===== src/rtl/capture_pkg.sv =====
// Shared types and default sizes for the capture sequencer.
package capture_pkg;

    typedef enum logic [2:0] {
        IDLE,
        FILL,
        ARMED,
        POST,
        DONE
    } cap_state_t;

    localparam int DEFAULT_ADDR_W  = 9;
    localparam int DEFAULT_DECIM_W = 4;

endpackage


===== src/rtl/decim_tick_gen.sv =====
// Sample-tick generator: one tick every 2**decimator clocks while run is high.
module decim_tick_gen
    import capture_pkg::*;
#(
    parameter int DECIM_W = DEFAULT_DECIM_W
) (
    input  logic               clk,
    input  logic               rst,
    input  logic               run,
    input  logic [DECIM_W-1:0] decimator,
    output logic               tick
);

    localparam int CNT_W = 2 ** DECIM_W;

    logic [CNT_W-1:0]   cnt;
    logic [CNT_W-1:0]   limit;
    logic [DECIM_W-1:0] dec_q;

    assign limit = (CNT_W'(1) << dec_q) - CNT_W'(1);
    assign tick  = run && (cnt == limit);

    // Count clocks while running; the exponent is only re-latched at a wrap or while stopped,
    // so a mid-capture change of decimator never truncates the period in progress.
    always_ff @(posedge clk) begin
        if (rst) begin
            cnt   <= '0;
            dec_q <= '0;
        end else if (!run || tick) begin
            cnt   <= '0;
            dec_q <= decimator;
        end else begin
            cnt   <= cnt + CNT_W'(1);
        end
    end

endmodule


===== src/rtl/capture_ctrl.sv =====
// Capture sequencer: fills the circular capture RAM, arms the trigger once enough
// pre-trigger history is stored, then records trig_pos post-trigger samples.
module capture_ctrl
    import capture_pkg::*;
#(
    parameter int ADDR_W  = DEFAULT_ADDR_W,
    parameter int DECIM_W = DEFAULT_DECIM_W
) (
    input  logic               clk,
    input  logic               rst,
    input  logic               cap_en,
    input  logic [ADDR_W-1:0]  trig_pos,
    input  logic [DECIM_W-1:0] decimator,
    input  logic               triggered,
    input  logic               cap_done_clr,
    output logic               armed,
    output logic               set_cap_done,
    output logic               capture_done,
    output logic               we,
    output logic [ADDR_W-1:0]  waddr,
    output logic [ADDR_W-1:0]  trig_addr
);

    localparam int ENTRIES = 2 ** ADDR_W;
    localparam int CNT_W   = ADDR_W + 1;

    cap_state_t        state;
    logic [CNT_W-1:0]  wr_cnt;
    logic [CNT_W-1:0]  wr_next;
    logic [CNT_W-1:0]  post_cnt;
    logic [CNT_W-1:0]  pre_cnt;
    logic [ADDR_W-1:0] trig_pos_q;
    logic [ADDR_W-1:0] trig_pos_clamped;
    logic              run;
    logic              tick;
    logic              post_full;

    assign run = (state == FILL) || (state == ARMED) || (state == POST);

    decim_tick_gen #(
        .DECIM_W(DECIM_W)
    ) u_tick (
        .clk(clk),
        .rst(rst),
        .run(run),
        .decimator(decimator),
        .tick(tick)
    );

    // A full ring of pre-trigger history would leave no room after the trigger,
    // so the post count is limited to ENTRIES-1 and at least one pre sample remains.
    assign trig_pos_clamped = (trig_pos >= ADDR_W'(ENTRIES - 1)) ? ADDR_W'(ENTRIES - 1) : trig_pos;
    assign pre_cnt          = CNT_W'(ENTRIES) - {1'b0, trig_pos_q};
    assign wr_next          = wr_cnt + CNT_W'(1);

    // The sample written in the cycle the trigger is seen already counts as post-trigger,
    // so once the post count is reached no further write may happen.
    assign post_full    = (state == POST) && (post_cnt >= {1'b0, trig_pos_q});
    assign we           = tick && !post_full;
    assign set_cap_done = post_full && cap_en;

    // Main sequencer: state, write address, counters and registered status flags.
    always_ff @(posedge clk) begin
        if (rst) begin
            state        <= IDLE;
            wr_cnt       <= '0;
            post_cnt     <= '0;
            trig_pos_q   <= '0;
            waddr        <= '0;
            trig_addr    <= '0;
            armed        <= 1'b0;
            capture_done <= 1'b0;
        end else begin
            if (we) begin
                waddr <= waddr + ADDR_W'(1);
            end
            if (cap_done_clr) begin
                capture_done <= 1'b0;
            end
            case (state)
                IDLE: begin
                    if (cap_en && !capture_done) begin
                        state      <= FILL;
                        wr_cnt     <= '0;
                        trig_pos_q <= trig_pos_clamped;
                    end
                end
                FILL: begin
                    if (!cap_en) begin
                        state <= IDLE;
                    end else if (we) begin
                        wr_cnt <= wr_next;
                        if (wr_next == pre_cnt) begin
                            state <= ARMED;
                            armed <= 1'b1;
                        end
                    end
                end
                ARMED: begin
                    if (!cap_en) begin
                        state <= IDLE;
                        armed <= 1'b0;
                    end else if (triggered) begin
                        state     <= POST;
                        armed     <= 1'b0;
                        trig_addr <= waddr;
                        post_cnt  <= we ? CNT_W'(1) : '0;
                    end
                end
                POST: begin
                    if (!cap_en) begin
                        state <= IDLE;
                    end else if (post_full) begin
                        state        <= DONE;
                        capture_done <= 1'b1;
                    end else if (we) begin
                        post_cnt <= post_cnt + CNT_W'(1);
                    end
                end
                DONE: begin
                    if (cap_done_clr) begin
                        state <= IDLE;
                    end
                end
                default: begin
                    state <= IDLE;
                end
            endcase
        end
    end

endmodule


===== config.mk =====
export PLATFORM = sky130hd
export DESIGN_NAME = capture_ctrl
export DESIGN_NICKNAME = d
export VERILOG_FILES = /design/src/rtl/capture_pkg.sv /design/src/rtl/decim_tick_gen.sv /design/src/rtl/capture_ctrl.sv
export SDC_FILE = /design/constraint.sdc
export NUM_CORES = 1
export LEC_CHECK = 0
export BUFFER_PORTS_ARGS = -buffer_cell sky130_fd_sc_hd__buf_2
export CORE_ASPECT_RATIO = 1.2
export CORE_MARGIN = 3
export CORE_UTILIZATION = 55
export DETAILED_ROUTE_END_ITERATION = 6
export PLACE_DENSITY = 0.84
export SLEW_MARGIN = 40
export SYNTH_ARGS = -nofsm -noshare
export SYNTH_HDL_FRONTEND = slang
export SYNTH_SLANG_ARGS = --single-unit

===== constraint.sdc =====
create_clock -name clk -period 3.6 [get_ports clk]
set_clock_uncertainty 0.05 [all_clocks]
set_input_delay 0.72 -clock clk [delete_from_list [all_inputs] [get_ports clk]]
set_output_delay 0.72 -clock clk [all_outputs]
set_load 0.02 [all_outputs]

==> run_results.csv <==
group,metric,value,unit
status,status,"finished, violations left",
status,violations,"setup timing",
layout,mostFrequentLayoutCells,"dfxtp_1, nand2_1, nor2_1, buf_2, a21oi_1",
grt,grt_max_degree,36,
synthesis,synth_cell_types,70,
power_and_ir_drop,combPwrFrac,0.213,
synthesis,yosysWarnings,0,
job,maxCapViolCount,0,
floorplanning,die_area,9520,um2
timing,final_hold_viol_count,0,
clock_network,cts_root_buffer,"clkbuf_8",
critical_path,worstReg2RegEnd,"waddr[7]$_SDFFE_PP0P_",
grt,antenna_found_initial,0,
detailed_routing,vias_per_cell,5.89,
timing,finalCritPeriodShare,1.03,
clock_network,cts_tree,"built",
power_and_ir_drop,switchingPower,0.000601,W
detailed_routing,vias,4368,
floorplanning,ios,40,
timing,max-slew-margin-rel,0.461,
timing,finalMaxSlewViolations,0,
critical_path,regToRegStartpoint,"u_tick.dec_q[1]$_SDFFE_PP0P_",
floorplanning,coreArea,7930,um2
synthesis,netlist_instances,594,
floorplanning,die_x,89.6,um
synthesis,syn_area_per_cell,7.76,um2
synthesis,syn_nets,627,
detailed_routing,drt_wl_total,11.2,mm
critical_path,cp.arrival,2.94,ns
floorplanning,rows,35,
synthesis,synth-seq-cells,72,
timing,max_freq,270,MHz
synthesis,ys_seq_area_frac,0.313,
power_and_ir_drop,p_leak,1.95,nW
critical_path,max_stage_delay,0.55,ns
power_and_ir_drop,clock_power_share,0.336,
synthesis,synth_edf_count,0,
layout,nets,658,
timing,setup_violations,1,
timing,setup_slack,-0.107,ns
critical_path,cp-startpoint,"u_tick.dec_q[1]$_SDFFE_PP0P_",
detailed_routing,drc,0,
critical_path,rr_worst_depth,13,
grt,grt_usage,0.243,
detailed_routing,dr.pass1.iters,6,
critical_path,path_max_fanout,6,
grt,overflow,0,
layout,syn_to_final_growth,13.0,%
synthesis,synth.cell_area,4610,um2
critical_path,worst_ep_required_time,2.83,ns
critical_path,crit_path_top_delay_cell,"or4_4",
clock_network,cts_buffer_depth,2,
timing,rsz0062_at_grt,"yes",
hold_path,holdCritPathClass,"flip-flop to flip-flop",
place,io_buffers,39,
timing,max_slew.worst_pin.slew,0.801,ns
detailed_routing,routedWlPerCell,15.1,um
grt,grt_pass1_wl,18.8,mm
power_and_ir_drop,p_sw_frac,0.325,
clock_network,clock_latency,0.35,ns
power_and_ir_drop,power_density,355,nW/um2
timing,fin_hold_ws,0.404,ns
critical_path,crit_end,"we",
layout,final_layout_size_suffix_gt1_frac,0.162,
timing,fin_setup_tns,-0.107,ns
power_and_ir_drop,pwr-share-seq,0.450,
detailed_routing,drtIter0Drc,285,
critical_path,crit_type,"flip-flop to primary output",
timing,fin_crit,3.71,ns
layout,fillers,650,
critical_path,regToRegSetupSlack,0.14,ns
grt,grt_pass1_vias,4166,
clock_network,numClockSinks,72,
layout,regArea,1440,um2
floorplanning,fp.dieH,106,um
power_and_ir_drop,peakVddDrop,0.000207,V
critical_path,path_cells,"or4_4 > ha_4 > nand4bb_1 > a211o_1 > o211a_2 > nor4_4 > nand3_2 > a311oi_4 > buf_6",
detailed_routing,ant_nets,0,
critical_path,cp-start-kind,"flip-flop",
place,gp_congestion,0.883,
clock_network,cts-htree-levels,3,
clock_network,cts_made_buffers,9,
place,hpwl,8.06,mm
clock_network,path_clk_slew,0.09,ns
power_and_ir_drop,p_int,0.00125,W
layout,n_antenna_cell,0,
layout,multi_input_area,2970,um2
layout,layout_commonest_cell,"dfxtp_1",
synthesis,synth-main-ff-cell,"dfxtp_1",
floorplanning,initial_core_util,0.582,
synthesis,async_reset_ff_frac,0,
critical_path,worstSetupEndpointType,"primary output",
==> power by group through the flow <==
stage / combinational (W) / sequential, W / clock [W]
6_report: 0.000395 / 0.000832 / 0.000622
5_1_grt: 0.000431 / 0.000835 / 0.000673
4_1_cts: 0.000388 / 0.000832 / 0.000635
3_5_place_dp: 0.000365 / 0.000850 / 0
3_3_place_gp: 0.000350 / 0.000849 / 0
2_1_floorplan: 0.000284 / 0.000841 / 0
==> cell families (layout without fill, tap and decap cells) <==
| family | Yosys count | after routing | share of synthesized area |
|---|---|---|---|
| AO/OA/AOI/OAI | 109 | 109 | 0.162 |
| AND/OR/NAND/NOR | 265 | 265 | 0.298 |
| XOR/XNOR | 44 | 44 | 0.0836 |
| flip-flops | 72 | 72 | 0.313 |
| buffers and inverters | 71 | 107 | 0.0616 |
| adder cells (fa/ha/maj) | 15 | 15 | 0.0407 |
| multiplexers | 18 | 18 | 0.0410 |
==> state kept, by name, indices dropped and copies added (netlist names) <==
signal        count
u_tick.cnt       16
post_cnt         10
wr_cnt           10
trig_addr         9
trig_pos_q        9
waddr             9
u_tick.dec_q      4
state             3
armed             1
capture_done      1
==> worst min-delay path by stage <==
stage,start,to,slack (ns),cells past startpoint
after global routing,trig_addr[5]$_SDFFE_PP0P_,trig_addr[5]$_SDFFE_PP0P_,0.43,2
final,trig_addr[8]$_SDFFE_PP0P_,trig_addr[8]$_SDFFE_PP0P_,0.40,2
after floorplan,post_cnt[9]$_SDFFE_PP0P_,post_cnt[9]$_SDFFE_PP0P_,0.39,1
after global placement,trig_addr[8]$_SDFFE_PP0P_,trig_addr[8]$_SDFFE_PP0P_,0.39,2
after CTS,trig_addr[8]$_SDFFE_PP0P_,trig_addr[8]$_SDFFE_PP0P_,0.41,2
after detailed placement,trig_addr[8]$_SDFFE_PP0P_,trig_addr[8]$_SDFFE_PP0P_,0.40,2
==> what timing repair did <==
action	CTS	global route
gates cloned	0	0
pin swaps	9	3
setup buffers	3	2
endpoints found under the hold margin	0	0
gates resized for setup	11	3
setup endpoints to repair	1	12
hold buffers	0	0
==> synth_stat cells, types with 11 or more instances <==
cell	count	area, um2
ha_1	15	188
o21ai_0	16	80.1
dfxtp_1	72	1440
and3_1	11	68.8
nor2_1	51	191
a21oi_1	37	185
or3_1	13	81.3
clkbuf_1	28	105
nand3_1	30	150
nor3_1	21	105
mux2i_1	11	110
xnor2_1	31	272
xor2_1	13	114
inv_1	31	116
nand2_1	67	251
==> per-stage QoR <==
stage | total power (W) | setup slack [ns] | instances | cell area [um2] | util
6_report | 0.00185 | -0.107 | 741 | 5210 | 0.658
5_1_grt | 0.00194 | -0.222 | 741 | 5210 | 0.658
4_1_cts | 0.00185 | -0.0993 | 739 | 5190 | 0.654
3_5_place_dp | 0.00121 | 0.0559 | 720 | 4930 | 0.622
3_3_place_gp | 0.00120 | 0.0991 | 720 | 4930 | 0.622
2_1_floorplan | 0.00112 | 0.00402 | 594 | 4640 | -
==> per-layer routing <==
metal | vias to the layer above | track usage | part of all wire
met5 | - | 0 | 0
li1 | 2148 | - | -
met3 | 21 | 0.0488 | 0.042
met4 | 0 | 0.0862 | 0.020
met1 | 2078 | 0.285 | 0.42
met2 | 121 | 0.424 | 0.52
==> worst max-delay path: cells and delay by family, from the launching register on <==
family	cells	cell delay, ns
AO/OA/AOI/OAI	3	0.70
adder cells (fa/ha/maj)	1	0.20
buffers and inverters	1	0.16
flip-flops	1	0.33
AND/OR/NAND/NOR	4	1.21
==> layout make-up <==
type | instances | share of cell area
Tap cell | 111 | 0.0266
Clock inverter | 7 | 0.0118
Sequential cell | 72 | 0.277
Inverter | 32 | 0.0230
Clock buffer | 9 | 0.0238
Timing Repair Buffer | 59 | 0.0682
Multi-Input combinational cell | 451 | 0.570
(Power assumes the default switching activity.)
